[config.mk]
export PLATFORM = sky130hd
export DESIGN_NAME = md_issue_ctrl
export DESIGN_NICKNAME = d
export VERILOG_FILES = /design/src/rtl/md_pkg.sv /design/src/rtl/md_issue_ctrl.sv
export SDC_FILE = /design/constraint.sdc
export NUM_CORES = 1
export LEC_CHECK = 0
export CAP_MARGIN = 20
export CELL_PAD_IN_SITES_DETAIL_PLACEMENT = 1
export CELL_PAD_IN_SITES_GLOBAL_PLACEMENT = 2
export CORE_UTILIZATION = 28
export CTS_CLUSTER_SIZE = 20
export DETAILED_ROUTE_END_ITERATION = 10
export GPL_ROUTABILITY_DRIVEN = 0
export PLACE_DENSITY = 0.81
export SLEW_MARGIN = 20
export SYNTH_ARGS = -nofsm -noshare
export SYNTH_HDL_FRONTEND = slang
export SYNTH_SLANG_ARGS = --single-unit
[constraint.sdc]
create_clock -name clk -period 3 [get_ports clk]
set_input_delay 0.9 -clock clk [delete_from_list [all_inputs] [get_ports clk]]
set_output_delay 0.9 -clock clk [all_outputs]
set_load 0.02 [all_outputs]
[src/rtl/md_pkg.sv]
// Shared definitions for the multiply/divide issue controller: op encoding,
// FSM state type and op-class helpers.
package md_pkg;

    localparam int unsigned OP_W = 4;

    typedef enum logic [OP_W-1:0] {
        OP_NONE  = 4'd0,
        OP_MULT  = 4'd1,
        OP_MULTU = 4'd2,
        OP_DIV   = 4'd3,
        OP_DIVU  = 4'd4,
        OP_MFHI  = 4'd5,
        OP_MFLO  = 4'd6,
        OP_MTHI  = 4'd7,
        OP_MTLO  = 4'd8
    } md_op_e;

    typedef enum logic [1:0] {
        ST_IDLE  = 2'd0,
        ST_ISSUE = 2'd1,
        ST_WAIT  = 2'd2
    } md_state_e;

    // Multi-cycle ops that occupy the unit.
    function automatic logic is_long(input logic [OP_W-1:0] op);
        logic r;
        r = 1'b0;
        case (op)
            OP_MULT, OP_MULTU, OP_DIV, OP_DIVU: r = 1'b1;
            default:                            r = 1'b0;
        endcase
        return r;
    endfunction

    function automatic logic is_short(input logic [OP_W-1:0] op);
        logic r;
        r = 1'b0;
        case (op)
            OP_MFHI, OP_MFLO, OP_MTHI, OP_MTLO: r = 1'b1;
            default:                            r = 1'b0;
        endcase
        return r;
    endfunction

    function automatic logic is_md(input logic [OP_W-1:0] op);
        return is_long(op) | is_short(op);
    endfunction

endpackage

[src/rtl/md_issue_ctrl.sv]
// Sequences EX-stage HI/LO instructions onto the multiply/divide unit and stalls the pipe while it is occupied.
// Optional stall counter output enabled by defining MD_STALL_CNT_EN.
module md_issue_ctrl
    import md_pkg::*;
#(
    parameter int unsigned DATA_W = 32
`ifdef MD_STALL_CNT_EN
    ,
    parameter int unsigned CNT_W  = 32
`endif
) (
    input  logic              clk,
    input  logic              reset,
    input  logic              ex_valid,
    input  logic [OP_W-1:0]   ex_op,
    input  logic [DATA_W-1:0] ex_a,
    input  logic [DATA_W-1:0] ex_b,
    input  logic              flush,
    input  logic              md_busy,
    output logic              md_start,
    output logic [OP_W-1:0]   md_op,
    output logic [DATA_W-1:0] md_a,
    output logic [DATA_W-1:0] md_b,
    output logic              stall,
    output logic              ctrl_busy
`ifdef MD_STALL_CNT_EN
    ,
    output logic [CNT_W-1:0]  stall_cnt
`endif
);

    md_state_e         state, state_nxt;
    logic [OP_W-1:0]   op_q;
    logic [DATA_W-1:0] a_q, b_q;
    logic              idle;
    logic              acc;
    logic              launch;

    assign idle      = (state == ST_IDLE);
    assign stall     = ex_valid & is_md(ex_op) & (~idle | md_busy);
    assign ctrl_busy = ~idle | md_busy;
    assign acc       = ex_valid & ~flush & ~stall;
    assign launch    = idle & acc & is_long(ex_op);

    // Next state and unit-facing operand/op muxing.
    always_comb begin
        state_nxt = state;
        md_op     = OP_NONE;
        md_a      = ex_a;
        md_b      = ex_b;
        unique case (state)
            ST_IDLE: begin
                if (launch) state_nxt = ST_ISSUE;
                if (ex_valid & is_short(ex_op) & ~flush) md_op = ex_op;
            end
            ST_ISSUE: begin
                state_nxt = ST_WAIT;
                md_op     = op_q;
                md_a      = a_q;
                md_b      = b_q;
            end
            ST_WAIT: begin
                if (!md_busy) state_nxt = ST_IDLE;
                md_op = op_q;
                md_a  = a_q;
                md_b  = b_q;
            end
            default: state_nxt = ST_IDLE;
        endcase
    end

    always_ff @(posedge clk) begin
        if (reset) begin
            state    <= ST_IDLE;
            md_start <= 1'b0;
            op_q     <= OP_NONE;
            a_q      <= '0;
            b_q      <= '0;
        end else begin
            state    <= state_nxt;
            md_start <= (state_nxt == ST_ISSUE);
            if (launch) begin
                op_q <= ex_op;
                a_q  <= ex_a;
                b_q  <= ex_b;
            end
        end
    end

`ifdef MD_STALL_CNT_EN
    // Free-running count of frozen pipeline cycles; wraps naturally.
    always_ff @(posedge clk) begin
        if (reset)      stall_cnt <= '0;
        else if (stall) stall_cnt <= stall_cnt + CNT_W'(1);
    end
`endif

endmodule
==> run summary <==
Die Ht = 124 microns
CTS H-tree depth = 3
Initial antenna violation count = 0
Path length in cells of the critical path = 6
Synth top area share = 34.0%
Crit path max-delay family = buffers and inverters
Global-route wire length before repair = 18.1 mm
Initial Util = 28.8%
Clk_skew = 4.60 ps
Maxcap violations = 0
Ranking of synthesized cells by area = dfxtp_1 34%, nand2b_1 20%, mux2i_1 16%
Post-synthesis compound-gate area fraction = 1.68%
Synthesis warning total = 0
Root buffer cell = clkbuf_16
GRT Overall Usage = 15.5%
Net Sw Power = 0.679 mW
Via count = 3,515
Clock tree buffer depth = 2
Internal power = 1.86 mW
CTS tree = built
Max FO, Critical Path = 16
Via density per instance = 4.56
Fillcell total = 1,683
Post-Syn Area = 0.00418 sq mm
Worst slew pin tran = 464 ps
CTS clk-pin slew, worst paths = 60 ps
Final Hold Slack = 470 ps
Io pins = 144
Worst path cell trace = inv_1 -> ha_4 -> buf_4 -> buf_12 -> mux2_2 -> dlygate4sd2_1
Post-Syn Nets = 481
Pin count of the biggest net entering global routing = 137
Hold Crit Depth = 2
Synth Area in Simple Gates = 23.5%
Num rows = 44
Worst setup SP type = register
Crit path arrival time = 2030 ps
Hold_buf cts = 0
Final setup viols = 0
Ant diodes = 0
Adder-cell area share of the yosys netlist = 1.20%
Final #Nets = 659
DRC Markers = 0
Crit share post-route = 97.5%
Most frequent cell after synthesis = nand2b_1
Crit. End Element = primary output
Core Box Area = 0.0145 sq mm
Netlist cell types = 32
Remaining global-route overflow = 0
Cells after Synth = 404
Slew Viols, Final = 0
CTS sink cnt = 71
Vias in the first global route = 3,783
Clk network pwr share = 40.2%
CP max-delay cell = dfxtp_4
Critical Path Max Stage Delay = 360 ps
Share of the synthesized netlist area taken by xor and xnor gates = 0.210%
Sw Share = 26.7%
Rel. slew slack = 69.1%
Layout cell share with drive strength beyond 1 = 30.7%
Fin crit period = 2930 ps
Initial DRC count = 102
Dominant synthesized flop cell = dfxtp_1
RSZ-0062 raised after global routing = false
FFs w/ async S/R, synth = 0%
Status = completed
Sequential Power Share = 38.0%
Detail Route Antenna Nets = 0
Pre-CTS worst setup slack = -542 ps
TritonCTS Buffers = 9
Die area = 0.0154 sq mm
Synthesized area per cell = 10.3 sq um
Pleak = 2.40 nW
Final worst setup slack = 74.4 ps
Sequential fraction of the synthesis area = 34.0%
Top cells by count, synth = 131 x nand2b_1, 71 x dfxtp_1, 66 x mux2i_1, 48 x mux2_2
Post-synth EDFFs = 0
Combinational family with the most area after synthesis = multiplexers
Leading area contributor after synthesis = dfxtp_1
Mux share of post-synthesis cell area = 33.0%
R2R cell count = 7
Gate power share = 21.8%
Setup TNS = 0 ps
PwrDens = 413 mW/mm^2
Drt first pass iters = 4
Crit path buf inv count = 4
Max Clk Rate = 0.342 GHz
Final hold violation count = 0
DIE WIDTH = 124 microns
Detailed Place HPWL = 7.60 mm
Area grow syn2layout = 47.1%
Clk_lat worst skew = 340 ps
Hold/Removal Path Class = register to register
Port Buf Inserts = 143
Routed WL = 11.6 mm
DR WL/cell = 15.1 microns
Crit Path Class = register to primary output
CP required = 2100 ps
Max VDD drop = 0.000323 V
Register bit total from synthesis = 71
[what timing repair did]
| item | CTS | global route |
|---|---|---|
| cloned | 2 | 0 |
| pin swaps | 4 | 3 |
| resized for setup | 135 | 73 |
| endpoints found under the setup margin | 70 | 58 |
| buffers inserted | 7 | 0 |
[per-stage QoR]
stage,util (%),total power [mW],std cells,cell area [sq um]
2_1_floorplan,-,1.27,404,4180
3_3_place_gp,41.2,1.57,746,5990
3_5_place_dp,41.2,1.58,746,5990
4_1_cts,43.4,2.61,771,6310
5_1_grt,42.3,2.66,771,6150
6_report,42.3,2.54,771,6150
[tightest hold or removal path: stages (launching register included)]
cell and delay [ps]:
dfxtp_1 310, nand2b_1 60, mux2i_1 50
[power by group through the flow]
stage	combinational (mW)	sequential, mW	clock, mW
3_3_place_gp	0.589	0.984	0
5_1_grt	0.594	0.966	1.10
4_1_cts	0.577	0.965	1.07
3_5_place_dp	0.598	0.986	0
6_report	0.554	0.965	1.02
2_1_floorplan	0.287	0.983	0
[cell families after synthesis]
kind of cell	count (synthesis)
multiplexers	130
AND/OR/NAND/NOR	154
buffers and inverters	34
adder cells (fa/ha/maj)	4
XOR/XNOR	1
AO/OA/AOI/OAI	10
flip-flops	71
[final timing paths]
check / startpoint / end / slack, ps
max: state[0]$_SDFF_PP0_ / md_b[8] / 70
min: a_q[20]$_SDFFE_PP0P_ / a_q[20]$_SDFFE_PP0P_ / 470
max reg2reg: state[0]$_SDFF_PP0_ / b_q[9]$_SDFFE_PP0P_ / 1080
min reg2reg: a_q[20]$_SDFFE_PP0P_ / a_q[20]$_SDFFE_PP0P_ / 470
[registers in the layout (all words and copies together), names as in the netlist]
| register | cells |
|---|---|
| a_q | 32 |
| state | 2 |
| md_start | 1 |
| b_q | 32 |
| op_q | 4 |
[layout make-up]
type                            count  area, sq um  share of cell area (%)
Sequential cell                    71         1430                    23.2
Tap cell                          184          230                    3.75
Inverter                            3         11.3                   0.183
Timing Repair Buffer              198         1690                    27.5
Clock inverter                      4         20.0                   0.326
Clock buffer                       12          256                    4.17
Multi-Input combinational cell    299         2510                    40.9
[layer usage]
metal / part of all wire (%) / wire (microns) / GRT usage [%] / up-vias
li1: - / - / - / 1718
met1: 42 / 4880 / 16.7 / 1699
met2: 51 / 5870 / 28.1 / 85
met3: 5.9 / 681 / 4.49 / 13
met4: 1.5 / 178 / 6.03 / 0
met5: 0 / 0 / 0 / -
[layout by cell type (no fill, tap or decap), drive strengths merged, types with 2 or more instances in the layout]
cell / n
o21a: 2
buf: 73
and4bb: 2
clkdlybuf4s15: 6
dfxtp: 71
a32oi: 3
nand2b: 131
dlygate4sd2: 18
o21ai: 2
and3: 2
mux2i: 66
inv: 3
nor2: 6
nor3: 2
ha: 4
dlymetal6s2s: 2
nand2: 3
clkdlybuf4s50: 67
clkinv: 4
mux2: 64
clkbuf: 43
Note: power is estimated with default switching activity, not from simulation.
==> RTL edit (config.mk and constraints unchanged) <==
The parameter `DATA_W` goes from 32 to 24.
--- a/src/rtl/md_issue_ctrl.sv
+++ b/src/rtl/md_issue_ctrl.sv
@@ -4,5 +4,5 @@
     import md_pkg::*;
 #(
-    parameter int unsigned DATA_W = 32
+    parameter int unsigned DATA_W = 24
 `ifdef MD_STALL_CNT_EN
     ,
Interface: changed (resized ex_a, ex_b, md_a and md_b); port bits go from 144 to 112. No check against the original RTL was run, so the function may have changed too.
==> RTL edit against the unedited design <==
Maximum frequency increased by 0.45%. Cell area decreased by 22%. Sequential cell count decreased by 16. Hold slack about the same. Synthesized area decreased by 22%. Wire length decreased by 26%. Worst setup slack improved by 0.013 ns. Critical path depth unchanged. Clock power decreased by 39%. Power decreased by 29%. Non-clock buffer count decreased by 51. Critical path type is now input port to output pin. Critical endpoint is now md_op[2]. Largest cell class unchanged. Largest power group is now sequential cells.
==> RTL edit: results (changes against the unedited design) <==
status=finished, final reports clean; Net Sw Frac=25.9% (-0.83 points); WL met3=618 um (-9.3%); met1 Use GR=17.1% (+0.34 points); clock skew=0.00410 ns (-0.000495 ns); total clock network power=624 uW (-39%); met3 Use GR=4.86% (+0.37 points); sequential area share after synthesis=34.0% (-0.038 points); vias in the first global route=2,822 (-25%); R2R depth=8 (+1); Initial DRC Count=59 (-42%); ranking of synthesized cells by area=dfxtp_1 34%, nand2b_1 19%, mux2_2 17%; worst skew pair latency=0.29 ns (-0.05 ns); flop2flop setup slack=1.03 ns (-0.05 ns); hpwl dp=6060 um (-20%); internal power=1.33 mW (-28%); Comb power=427 uW (-23%); worst r2r src=state[1]; Setup crit start=ex_op[3]; Critical Path Fanout Max=3 (-13); # port buffers=111 (-22%); largest net degree at the start of global routing=39 (-72%); share of layout cells above drive strength 1=24.3% (-6.3 points); placed cells=578 (-23%); Largest regs=a_q x24, b_q x24, op_q x4; GR Util All Layers=14.6% (-0.82 points); fin cells=588 (-24%); Min-Delay Endpoint=b_q[4]
-- RTL edit: cell count changes in the layout (fill, tap and decap cells not counted), sizes merged, moves of 2 or more --
cell / change
dfxtp: -16
clkdlybuf4s50: -17
mux2: -16
clkinv: -4
clkbuf: -34
nand2b: -32
dlygate4sd2: +32
buf: -34
mux2i: -16
dlymetal6s2s: -2
-- RTL edit: final cells by class --
type / instances / area (um2)
clock buffers: 7 / 153
well taps: 140 / 175
multi-input cells: 235 / 1970
clock inverters: 1 / 7.51
repair buffers: 147 / 1360
inverters: 3 / 11.3
flip-flops and latches: 55 / 1100
fillers: 1273 / 6300
-- RTL edit: worst max path at each step --
| stage | end | depth (start not counted) |
|---|---|---|
| after CTS | md_b[1] | 5 |
| after global placement | stall | 5 |
| after floorplan | md_op[2] | 3 |
| after global routing | md_op[2] | 6 |
| final | md_op[2] | 6 |
| after detailed placement | stall | 5 |
